[config.mk]
export PLATFORM = sky130hd
export DESIGN_NAME = exe_mem_req
export DESIGN_NICKNAME = d
export VERILOG_FILES = /design/src/rtl/exe_mem_req_pkg.sv /design/src/rtl/exe_mem_req_tag_fifo.sv /design/src/rtl/exe_mem_req.sv
export SDC_FILE = /design/constraint.sdc
export NUM_CORES = 1
export LEC_CHECK = 0
export CAP_MARGIN = 10
export CORE_MARGIN = 4
export CORE_UTILIZATION = 41
export CTS_CLUSTER_DIAMETER = 30
export DETAILED_ROUTE_END_ITERATION = 7
export PLACE_DENSITY = 0.88
export SETUP_SLACK_MARGIN = 0.15
export SKIP_CTS_REPAIR_TIMING = 1
export SLEW_MARGIN = 25
export SYNTH_ARGS = -nofsm -noshare
export SYNTH_HDL_FRONTEND = slang
export SYNTH_SLANG_ARGS = --single-unit
export TNS_END_PERCENT = 30
[constraint.sdc]
create_clock -name clk -period 6.5 [get_ports clk]
set_input_delay 1.3 -clock clk [delete_from_list [all_inputs] [get_ports clk]]
set_output_delay 1.3 -clock clk [all_outputs]
set_load 0.005 [all_outputs]
[src/rtl/exe_mem_req_pkg.sv]
// Shared definitions for the EXE-stage memory request block: access size
// encodings, the per-request tag carried through the in-order queue, default
// geometry and the byte-lane mask helper.
package exe_mem_req_pkg;

    localparam int DATA_W_DEF      = 32;
    localparam int OUTSTANDING_DEF = 2;

    localparam logic [1:0] SIZE_B = 2'd0;
    localparam logic [1:0] SIZE_H = 2'd1;
    localparam logic [1:0] SIZE_W = 2'd2;
    localparam logic [1:0] SIZE_D = 2'd3;

    // Everything needed to post-process a response once it comes back.
    typedef struct packed {
        logic       wr;
        logic [1:0] size;
        logic       sext;
        logic [2:0] offset;
        logic       discard;
    } mem_tag_t;

    // Unshifted byte-enable pattern for an access of the given size.
    function automatic logic [7:0] lane_mask(input logic [1:0] sz);
        logic [7:0] m;
        case (sz)
            SIZE_B:  m = 8'h01;
            SIZE_H:  m = 8'h03;
            SIZE_W:  m = 8'h0F;
            default: m = 8'hFF;
        endcase
        return m;
    endfunction

endpackage

[src/rtl/exe_mem_req_tag_fifo.sv]
// In-order queue of request tags for accepted-but-unanswered memory accesses.
// A flush marks every slot as discard so the matching responses are dropped
// when they eventually arrive; pops on an empty queue are ignored.
module req_tag_fifo
    import exe_mem_req_pkg::*;
#(
    parameter int DEPTH = OUTSTANDING_DEF,
    localparam int CNT_W = $clog2(DEPTH + 1),
    localparam int PTR_W = (DEPTH > 1) ? $clog2(DEPTH) : 1
) (
    input  logic             clk,
    input  logic             resetn,
    input  logic             push,
    input  mem_tag_t         push_tag,
    input  logic             pop,
    input  logic             flush,
    output mem_tag_t         head_tag,
    output logic [CNT_W-1:0] count,
    output logic             empty,
    output logic             full
);

    mem_tag_t           tags_reg [DEPTH];
    logic [DEPTH-1:0]   discard_reg;
    logic [PTR_W-1:0]   wr_ptr_reg;
    logic [PTR_W-1:0]   rd_ptr_reg;
    logic [CNT_W-1:0]   count_reg;
    logic [CNT_W-1:0]   count_next;
    logic               push_eff;
    logic               pop_eff;

    function automatic logic [PTR_W-1:0] ptr_inc(input logic [PTR_W-1:0] p);
        return (p == PTR_W'(DEPTH - 1)) ? '0 : p + 1'b1;
    endfunction

    assign empty    = (count_reg == '0);
    assign full     = (count_reg == CNT_W'(DEPTH));
    assign count    = count_reg;
    assign push_eff = push & ~full;
    assign pop_eff  = pop & ~empty;

    // Head tag with its live discard flag merged in.
    always_comb begin
        head_tag         = tags_reg[rd_ptr_reg];
        head_tag.discard = discard_reg[rd_ptr_reg];
    end

    // Occupancy bookkeeping; a push and pop together leave it unchanged.
    always_comb begin
        count_next = count_reg;
        case ({push_eff, pop_eff})
            2'b10:   count_next = count_reg + 1'b1;
            2'b01:   count_next = count_reg - 1'b1;
            default: count_next = count_reg;
        endcase
    end

    // Tag storage is not reset; occupancy decides which slots are meaningful.
    always_ff @(posedge clk) begin
        if (push_eff) begin
            tags_reg[wr_ptr_reg] <= push_tag;
        end
    end

    // Pointers, count and discard flags.
    always_ff @(posedge clk) begin
        if (!resetn) begin
            wr_ptr_reg  <= '0;
            rd_ptr_reg  <= '0;
            count_reg   <= '0;
            discard_reg <= '0;
        end else begin
            count_reg <= count_next;
            if (push_eff) begin
                wr_ptr_reg <= ptr_inc(wr_ptr_reg);
            end
            if (pop_eff) begin
                rd_ptr_reg <= ptr_inc(rd_ptr_reg);
            end
            // Marking empty slots too is harmless: a push overwrites its flag.
            if (flush) begin
                discard_reg <= '1;
            end
            if (push_eff) begin
                discard_reg[wr_ptr_reg] <= push_tag.discard | flush;
            end
        end
    end

endmodule

[src/rtl/exe_mem_req.sv]
// EXE-stage memory request generator: alignment check, store byte strobes
// and lane replication, an in-order tag queue bounding outstanding requests,
// and load result alignment/extension on the response path.
module exe_mem_req
    import exe_mem_req_pkg::*;
#(
    parameter int DATA_W      = DATA_W_DEF,
    parameter int OUTSTANDING = OUTSTANDING_DEF
) (
    input  logic                clk,
    input  logic                resetn,
    input  logic                in_valid,
    output logic                in_ready,
    input  logic                in_wr,
    input  logic [1:0]          in_size,
    input  logic                in_sext,
    input  logic [31:0]         in_addr,
    input  logic [DATA_W-1:0]   in_wdata,
    input  logic                flush,
    output logic                ale,
    output logic                req,
    output logic                wr,
    output logic [1:0]          size,
    output logic [DATA_W/8-1:0] wstrb,
    output logic [31:0]         addr,
    output logic [DATA_W-1:0]   wdata,
    input  logic                addr_ok,
    input  logic                data_ok,
    input  logic [DATA_W-1:0]   rdata,
    output logic                rsp_valid,
    output logic [DATA_W-1:0]   rsp_data,
    output logic                busy
);

    localparam int NB    = DATA_W / 8;
    localparam int CNT_W = $clog2(OUTSTANDING + 1);

    logic              misaligned;
    logic              live;
    logic              fifo_empty;
    logic              fifo_full;
    logic [CNT_W-1:0]  fifo_count;
    mem_tag_t          push_tag;
    mem_tag_t          head_tag;
    logic [2:0]        head_off;
    logic [DATA_W-1:0] shifted;
    logic [DATA_W-1:0] ext;
    logic              rsp_fire;
    logic              rsp_valid_reg;
    logic [DATA_W-1:0] rsp_data_reg;

    // Alignment check; a dword on a 32-bit bus can never be issued.
    always_comb begin
        case (in_size)
            SIZE_B:  misaligned = 1'b0;
            SIZE_H:  misaligned = in_addr[0];
            SIZE_W:  misaligned = |in_addr[1:0];
            default: misaligned = (DATA_W == 32) ? 1'b1 : |in_addr[2:0];
        endcase
    end

    // Handshake: misaligned accesses are consumed locally and raise ale.
    assign live     = resetn & in_valid & ~flush;
    assign ale      = live & misaligned;
    assign req      = live & ~misaligned & ~fifo_full;
    assign in_ready = ale | (req & addr_ok);
    assign busy     = resetn & ~fifo_empty;

    assign wr    = in_wr;
    assign size  = in_size;
    assign addr  = in_addr;
    assign wstrb = in_wr ? NB'(lane_mask(in_size) << (in_addr[2:0] & 3'(NB - 1))) : '0;

    // Each byte lane receives the matching byte of the low-order store data.
    for (genvar gi = 0; gi < NB; gi++) begin : g_lane
        assign wdata[8*gi +: 8] =
            (in_size == SIZE_B) ? in_wdata[7:0] :
            (in_size == SIZE_H) ? in_wdata[8*(gi % 2) +: 8] :
            (in_size == SIZE_W) ? in_wdata[8*(gi % 4) +: 8] :
                                  in_wdata[8*gi +: 8];
    end

    assign push_tag = '{wr: in_wr, size: in_size, sext: in_sext,
                        offset: in_addr[2:0], discard: 1'b0};

    req_tag_fifo #(
        .DEPTH (OUTSTANDING)
    ) u_tag_fifo (
        .clk      (clk),
        .resetn   (resetn),
        .push     (req & addr_ok),
        .push_tag (push_tag),
        .pop      (data_ok),
        .flush    (flush),
        .head_tag (head_tag),
        .count    (fifo_count),
        .empty    (fifo_empty),
        .full     (fifo_full)
    );

    // Move the addressed bytes down to bit 0 of the response.
    assign head_off = head_tag.offset & 3'(NB - 1);
    assign shifted  = rdata >> {head_off, 3'b000};

    // Zero/sign extension according to the queued access size.
    always_comb begin
        ext = shifted;
        case (head_tag.size)
            SIZE_B: begin
                ext      = {DATA_W{head_tag.sext & shifted[7]}};
                ext[7:0] = shifted[7:0];
            end
            SIZE_H: begin
                ext       = {DATA_W{head_tag.sext & shifted[15]}};
                ext[15:0] = shifted[15:0];
            end
            SIZE_W: begin
                ext       = {DATA_W{head_tag.sext & shifted[31]}};
                ext[31:0] = shifted[31:0];
            end
            default: ext = shifted;
        endcase
    end

    // A flush in the same cycle as the response also cancels that load.
    assign rsp_fire = data_ok & ~fifo_empty & ~head_tag.wr & ~head_tag.discard & ~flush;

    // Registered single-cycle load result; data holds between results.
    always_ff @(posedge clk) begin
        if (!resetn) begin
            rsp_valid_reg <= 1'b0;
            rsp_data_reg  <= '0;
        end else begin
            rsp_valid_reg <= rsp_fire;
            if (rsp_fire) begin
                rsp_data_reg <= ext;
            end
        end
    end

    assign rsp_valid = rsp_valid_reg;
    assign rsp_data  = rsp_data_reg;

    // Occupancy is observed through busy; the raw count is kept for debug.
    logic unused_count;
    assign unused_count = ^fifo_count;

endmodule
# Yosys cells after proc, flatten, opt, wreduce, memory -nomap -nowiden
# Memory sizes are Yosys's and may differ from the RTL's. A register that Yosys moved wholly into a read port is not among the register bits.
# Cells that the tools add are included.
# Widths: inputs -> output; s select.
[totals]
output_inout_bits = 108
regBits = 39
wordCells = 73
memories = 1
in_bits = 106
ram_bits = 14
[classes]
order_cmp = 3
n_reduce_logical = 6
n_eq_ne = 6
shifts = 2
bitwise_logic = 21
addsub = 4
mux = 24
[mem_list]
columns = ["memory", "words", "word_bits", "read_ports", "rd_clocked_by_memory_dff", "wr", "line_no", "text"]
rows = [
  ["u_tag_fifo.tags_reg", 2, 7, 1, 1, 1, "exe_mem_req_tag_fifo.sv:23", "mem_tag_t tags_reg [DEPTH];"],
]
[ops]
columns = ["cell", "n"]
rows = [
  ["$pmux 32 s2", 1],
  ["$mux 8", 5],
  ["$shr 32x5->32", 1],
  ["$pmux 8 s3", 1],
  ["$and 1x1->1", 14],
  ["$mux 1", 9],
  ["$shl 8x2->4", 1],
  ["$eq 2x1->1 const B", 3],
  ["$eq 2x2->1 const B", 3],
  ["$logic_not 2->1", 3],
  ["$mux 2", 3],
  ["$not 1->1", 6],
  ["$lt 1x2->1 const B", 2],
  ["$mux 4", 1],
  ["$pmux 2 s2", 1],
  ["$pmux 1 s3", 1],
  ["$add 1x1->1 const B", 2],
  ["$add 2x1->2 const B", 1],
  ["$bwmux 2", 1],
  ["$reduce_bool 2->1", 1],
  ["$reduce_or 2->1", 1],
  ["$sub 2x1->2 const B", 1],
  ["$demux 1 s1", 1],
  ["$ge 1x1->1 const B", 1],
  ["2 further kinds", 2],
]

# Longest topological paths before layout
[depth]
depth_word = 9
mapped_depth = 9
ltp_nobuf = 7

# Modules after synthesis
# Synthesis repeated with hierarchy kept, for this count alone.
[unflattened]
hier_cells = 354
area_unflattened_um2 = 3325.7
[by_module_without_submodules]
columns = ["mod", "cells_per_inst", "seq_area_each_um2", "area_each_um2", "n_inst"]
rows = [
  ["exe_mem_req", 299, 660.6, 2493.6, 1],
  ["req_tag_fifo", 55, 560.5, 832.0, 1],
]

# Worst setup path after synthesis
# OpenSTA, ideal clock, no wires.
[synth_path]
path_kind = "input to output"
startpoint = "in in_size[1]"
endpoint = "out wdata[10]"
setup_slack_ns = 2.951
cell_stages = 3
required_time_ns = 5.200
t_arrival_ns = 2.249
path_buffers = 1
path_cell_list = "buf_2 > nor2_1 > mux2_2"
[synth_via]
elab_chain_cells = 2
[synth_rtl]
columns = ["item", "line_no", "text"]
rows = [
  ["from (decl)", "exe_mem_req.sv:15", "input logic [1:0] in_size,"],
  ["$logic_not 2->1", "exe_mem_req.sv:77", "(in_size == SIZE_B) ? in_wdata[7:0] :"],
  ["$mux 8", "exe_mem_req.sv:77", ""],
  ["to (decl)", "exe_mem_req.sv:26", "output logic [DATA_W-1:0] wdata,"],
]
# Every way passes these cells.

# Worst setup path in the final report
[layout_path]
startpoint = "in in_size[0]"
endpoint = "out wdata[13]"
# The elaborated chain is that of the path after synthesis.

==> flow_summary.yaml <==
run_status:
  status: "complete, no violations"
cts:
  cts_sinks: 52
  path_clk_slew_ps: 90
  number_of_buffers_inserted_during_clock_tree_synthesis: 5
  clock_tree_from_tritoncts: "done"
  cts-root-buf: "sky130_fd_sc_hd__clkbuf_8"
  clock_tree.htree_level_count: 2
  cts_max_path_bufs: 2
  clk_latency_ps: 310
routing:
  route.vias.total: 3368
  detail_route.iter0.violations: 119
  drc_errors: 0
  detail_route.wl_per_cell_um: 18.04
  route.antenna.remaining_nets: 0
  viasPerCell: 5.558
  drt_wl_total_um: 10930
  detail_route.first_pass.iterations: 4
placement:
  place_worst_setup_slack_ps: 1446
  dp_hpwl_um: 8610
  placedCellCount: 598
  gp_routability_congestion: 0.8913
  dpl-instance-area_mm2: 0.004711
  port-buffer-count: 153
die:
  io_pins: 214
  number_of_rows_created_at_floorplan: 33
  floorplan.die.width_um: 100.1
  start_util_pct: 42.29
  die_area_mm2: 0.01001
  coreArea_mm2: 0.008217
  die_h_um: 100.1
sta:
  worst_pin_slew_ps: 943.3
  final.min_clock_period_ps: 5006
  rsz0062_at_grt: "no"
  final_max_slew_viol_count: 0
  timing.final.hold_violations: 0
  final.setup_skew_ps: 3.816
  layout_setup_ws_ps: 1494
  fmax_mhz: 199.8
  final_min_period_over_clock_period_pct: 77.01
  finalSetupTns_ps: 0
  setup_viol_count_final: 0
  max_slew_margin_pct: 35.32
job:
  cap_violations: 0
critical_path:
  timing.rr.end: "rsp_data[18]"
  reg2reg_depth: 5
  worst-r2r-setup-slack_ps: 3570
  worst_setup_path_end_kind: "output port"
  crit_fanout: 16
  setup.worst_path.class: "input port to output port"
  crit_required_ps: 5200
  worst_setup_path_start_kind: "input port"
  cp_data_arrival_time_ps: 3710
power_and_ir_drop:
  static-leakage-power_nw: 1.808
  vdd.ir_drop.worst_mv: 0.08833
  power_density_mw_per_mm2: 145.7
yosys:
  synth.net_count: 515
  yosysUniqueCellTypes: 47
  synth_seq_area_share_pct: 33.42
  synthFlopType: "sky130_fd_sc_hd__dfxtp_1"
  synth_seq_cells: 52
  ys_async_sr_fraction_pct: 0
  syn_avg_cell_area_um2: 8.516
  synth_enable_flop_cells: 12
  synth_cells: 408
  synth-warning-count: 0
  synth_area_mm2: 0.003475
finish:
  final_cell_area_mm2: 0.004801
  fin_nets: 607
  post_layout_cell_count: 606
  antenna-diode-count: 0
  final_core_utilization_pct: 58.43
  layout-drive-gt1-share_pct: 7.784
  area_delta_synth_final_pct: 38.17
  largest_reg_flops: 32
hold_path:
  worstHoldPathType: "flip-flop to flip-flop"
  hold_path_end: "rsp_data[1]"
  hold_path_startpoint: "rsp_data[1]"
  worst_hold_path.num_cells: 1
grt:
  vias_in_the_first_global_route: 3360
  track_usage_pct: 20.92
  wire_length_of_the_first_global_routing_pass_um: 16770
  grt_max_degree: 66
  grt_total_ovfl: 0
  antenna_found_initial: 0
per-layer routing:
| metal | vias to the layer above | wire length [um] | GRT usage (%) |
|---|---|---|---|
| met3 | 32 | 1064 | 6.810 |
| li1 | 1608 | - | - |
| met2 | 165 | 5690 | 37.61 |
| met1 | 1563 | 3852 | 22.84 |
| met4 | 0 | 325 | 7.876 |
| met5 | - | 0 | 0 |
final cells by class:
class,instances,area (um2)
well taps,105,131.4
clock inverters,2,16.27
inverters,2,7.507
fillers,712,3416
clock buffers,6,73.82
multi-input cells,283,1857
repair buffers,156,1554
flip-flops and latches,52,1161
how the worst max path moves through the flow:
stage / slack [ps] / endpoint / from
3_3_place_gp: 1570 / wdata[9] / in_size[0]
4_1_cts: 1430 / wdata[13] / in_size[0]
3_5_place_dp: 1450 / wdata[13] / in_size[0]
6_report: 1490 / wdata[13] / in_size[0]
2_1_floorplan: 2950 / wdata[10] / in_size[1]
5_1_grt: 1390 / wdata[13] / in_size[0]
worst max-delay path, cell delays in order:
cell and delay [ps]:
sky130_fd_sc_hd__clkdlybuf4s50_1 800, sky130_fd_sc_hd__nor2_1 730, sky130_fd_sc_hd__mux2_2 410, sky130_fd_sc_hd__clkdlybuf4s50_1 460
synthesized netlist by cell type, types with 2 or more instances:
cell type,count,area [um2]
sky130_fd_sc_hd__nand2b_1,2,12.51
sky130_fd_sc_hd__nand2_1,61,229.0
sky130_fd_sc_hd__buf_2,10,50.05
sky130_fd_sc_hd__nor3_2,3,30.03
sky130_fd_sc_hd__a31oi_1,23,143.9
sky130_fd_sc_hd__clkbuf_1,14,52.55
sky130_fd_sc_hd__a21o_1,8,60.06
sky130_fd_sc_hd__o22a_1,2,17.52
sky130_fd_sc_hd__dfxtp_1,40,800.8
sky130_fd_sc_hd__o21ai_1,2,10.01
sky130_fd_sc_hd__o211ai_1,7,52.55
sky130_fd_sc_hd__buf_4,45,337.8
sky130_fd_sc_hd__o21a_1,9,67.56
sky130_fd_sc_hd__inv_1,2,7.510
sky130_fd_sc_hd__xnor2_1,3,26.28
sky130_fd_sc_hd__mux2i_1,19,190.2
sky130_fd_sc_hd__nor2_1,11,41.29
sky130_fd_sc_hd__o211a_1,7,70.07
sky130_fd_sc_hd__edfxtp_1,12,360.4
sky130_fd_sc_hd__nor3b_1,3,22.52
sky130_fd_sc_hd__and2_1,5,31.28
sky130_fd_sc_hd__nor3_1,5,25.02
sky130_fd_sc_hd__o21bai_1,14,105.1
sky130_fd_sc_hd__o21ai_0,37,185.2
sky130_fd_sc_hd__mux2_2,19,214.0
sky130_fd_sc_hd__a21oi_1,18,90.09
sky130_fd_sc_hd__a22oi_1,7,52.55
power by group:
part           internal [mW]  switching [mW]  total (mW)
Clock                 0.0782           0.108       0.186
Combinational          0.104          0.0703       0.174
Sequential             0.334         0.00486       0.339
Total                  0.516           0.183       0.699
layout by cell type (no fill, tap or decap), drive strengths merged, types with 5 or more instances in the layout:
| cell type | netlist | final |
|---|---|---|
| dfxtp | 40 | 40 |
| nand2 | 61 | 61 |
| clkdlybuf4s50 | 0 | 153 |
| mux2 | 21 | 21 |
| o21bai | 14 | 14 |
| and2 | 5 | 5 |
| a21o | 8 | 8 |
| a31oi | 23 | 23 |
| nor2 | 12 | 12 |
| o21a | 9 | 9 |
| mux2i | 20 | 20 |
| a21oi | 18 | 18 |
| nor3 | 8 | 8 |
| edfxtp | 12 | 12 |
| o211a | 7 | 7 |
| a22oi | 7 | 7 |
| o211ai | 7 | 7 |
| o21ai | 39 | 39 |
| clkbuf | 14 | 6 |
per-stage QoR:
step / hold WS (ps) / total power, mW
2_1_floorplan: 482.7 / 0.4288
3_3_place_gp: 482.1 / 0.5154
3_5_place_dp: 492.9 / 0.5201
4_1_cts: 517.9 / 0.7017
5_1_grt: 530.3 / 0.7267
6_report: 513.3 / 0.6993
cells by family (layout without fill, tap and decap cells):
family / Yosys count / count (layout) / share of synthesized area [%]
adders and majority gates: 1 / 1 / 0.3600
xor gates and xnor gates: 3 / 3 / 0.7563
muxes: 41 / 41 / 12.78
buffers and inverters: 73 / 166 / 13.32
DFF: 52 / 52 / 33.42
and+or+nand+nor: 100 / 100 / 13.25
AOI/OAI and AO/OA: 138 / 138 / 26.11
Note: power is estimated with default switching activity, not from simulation.
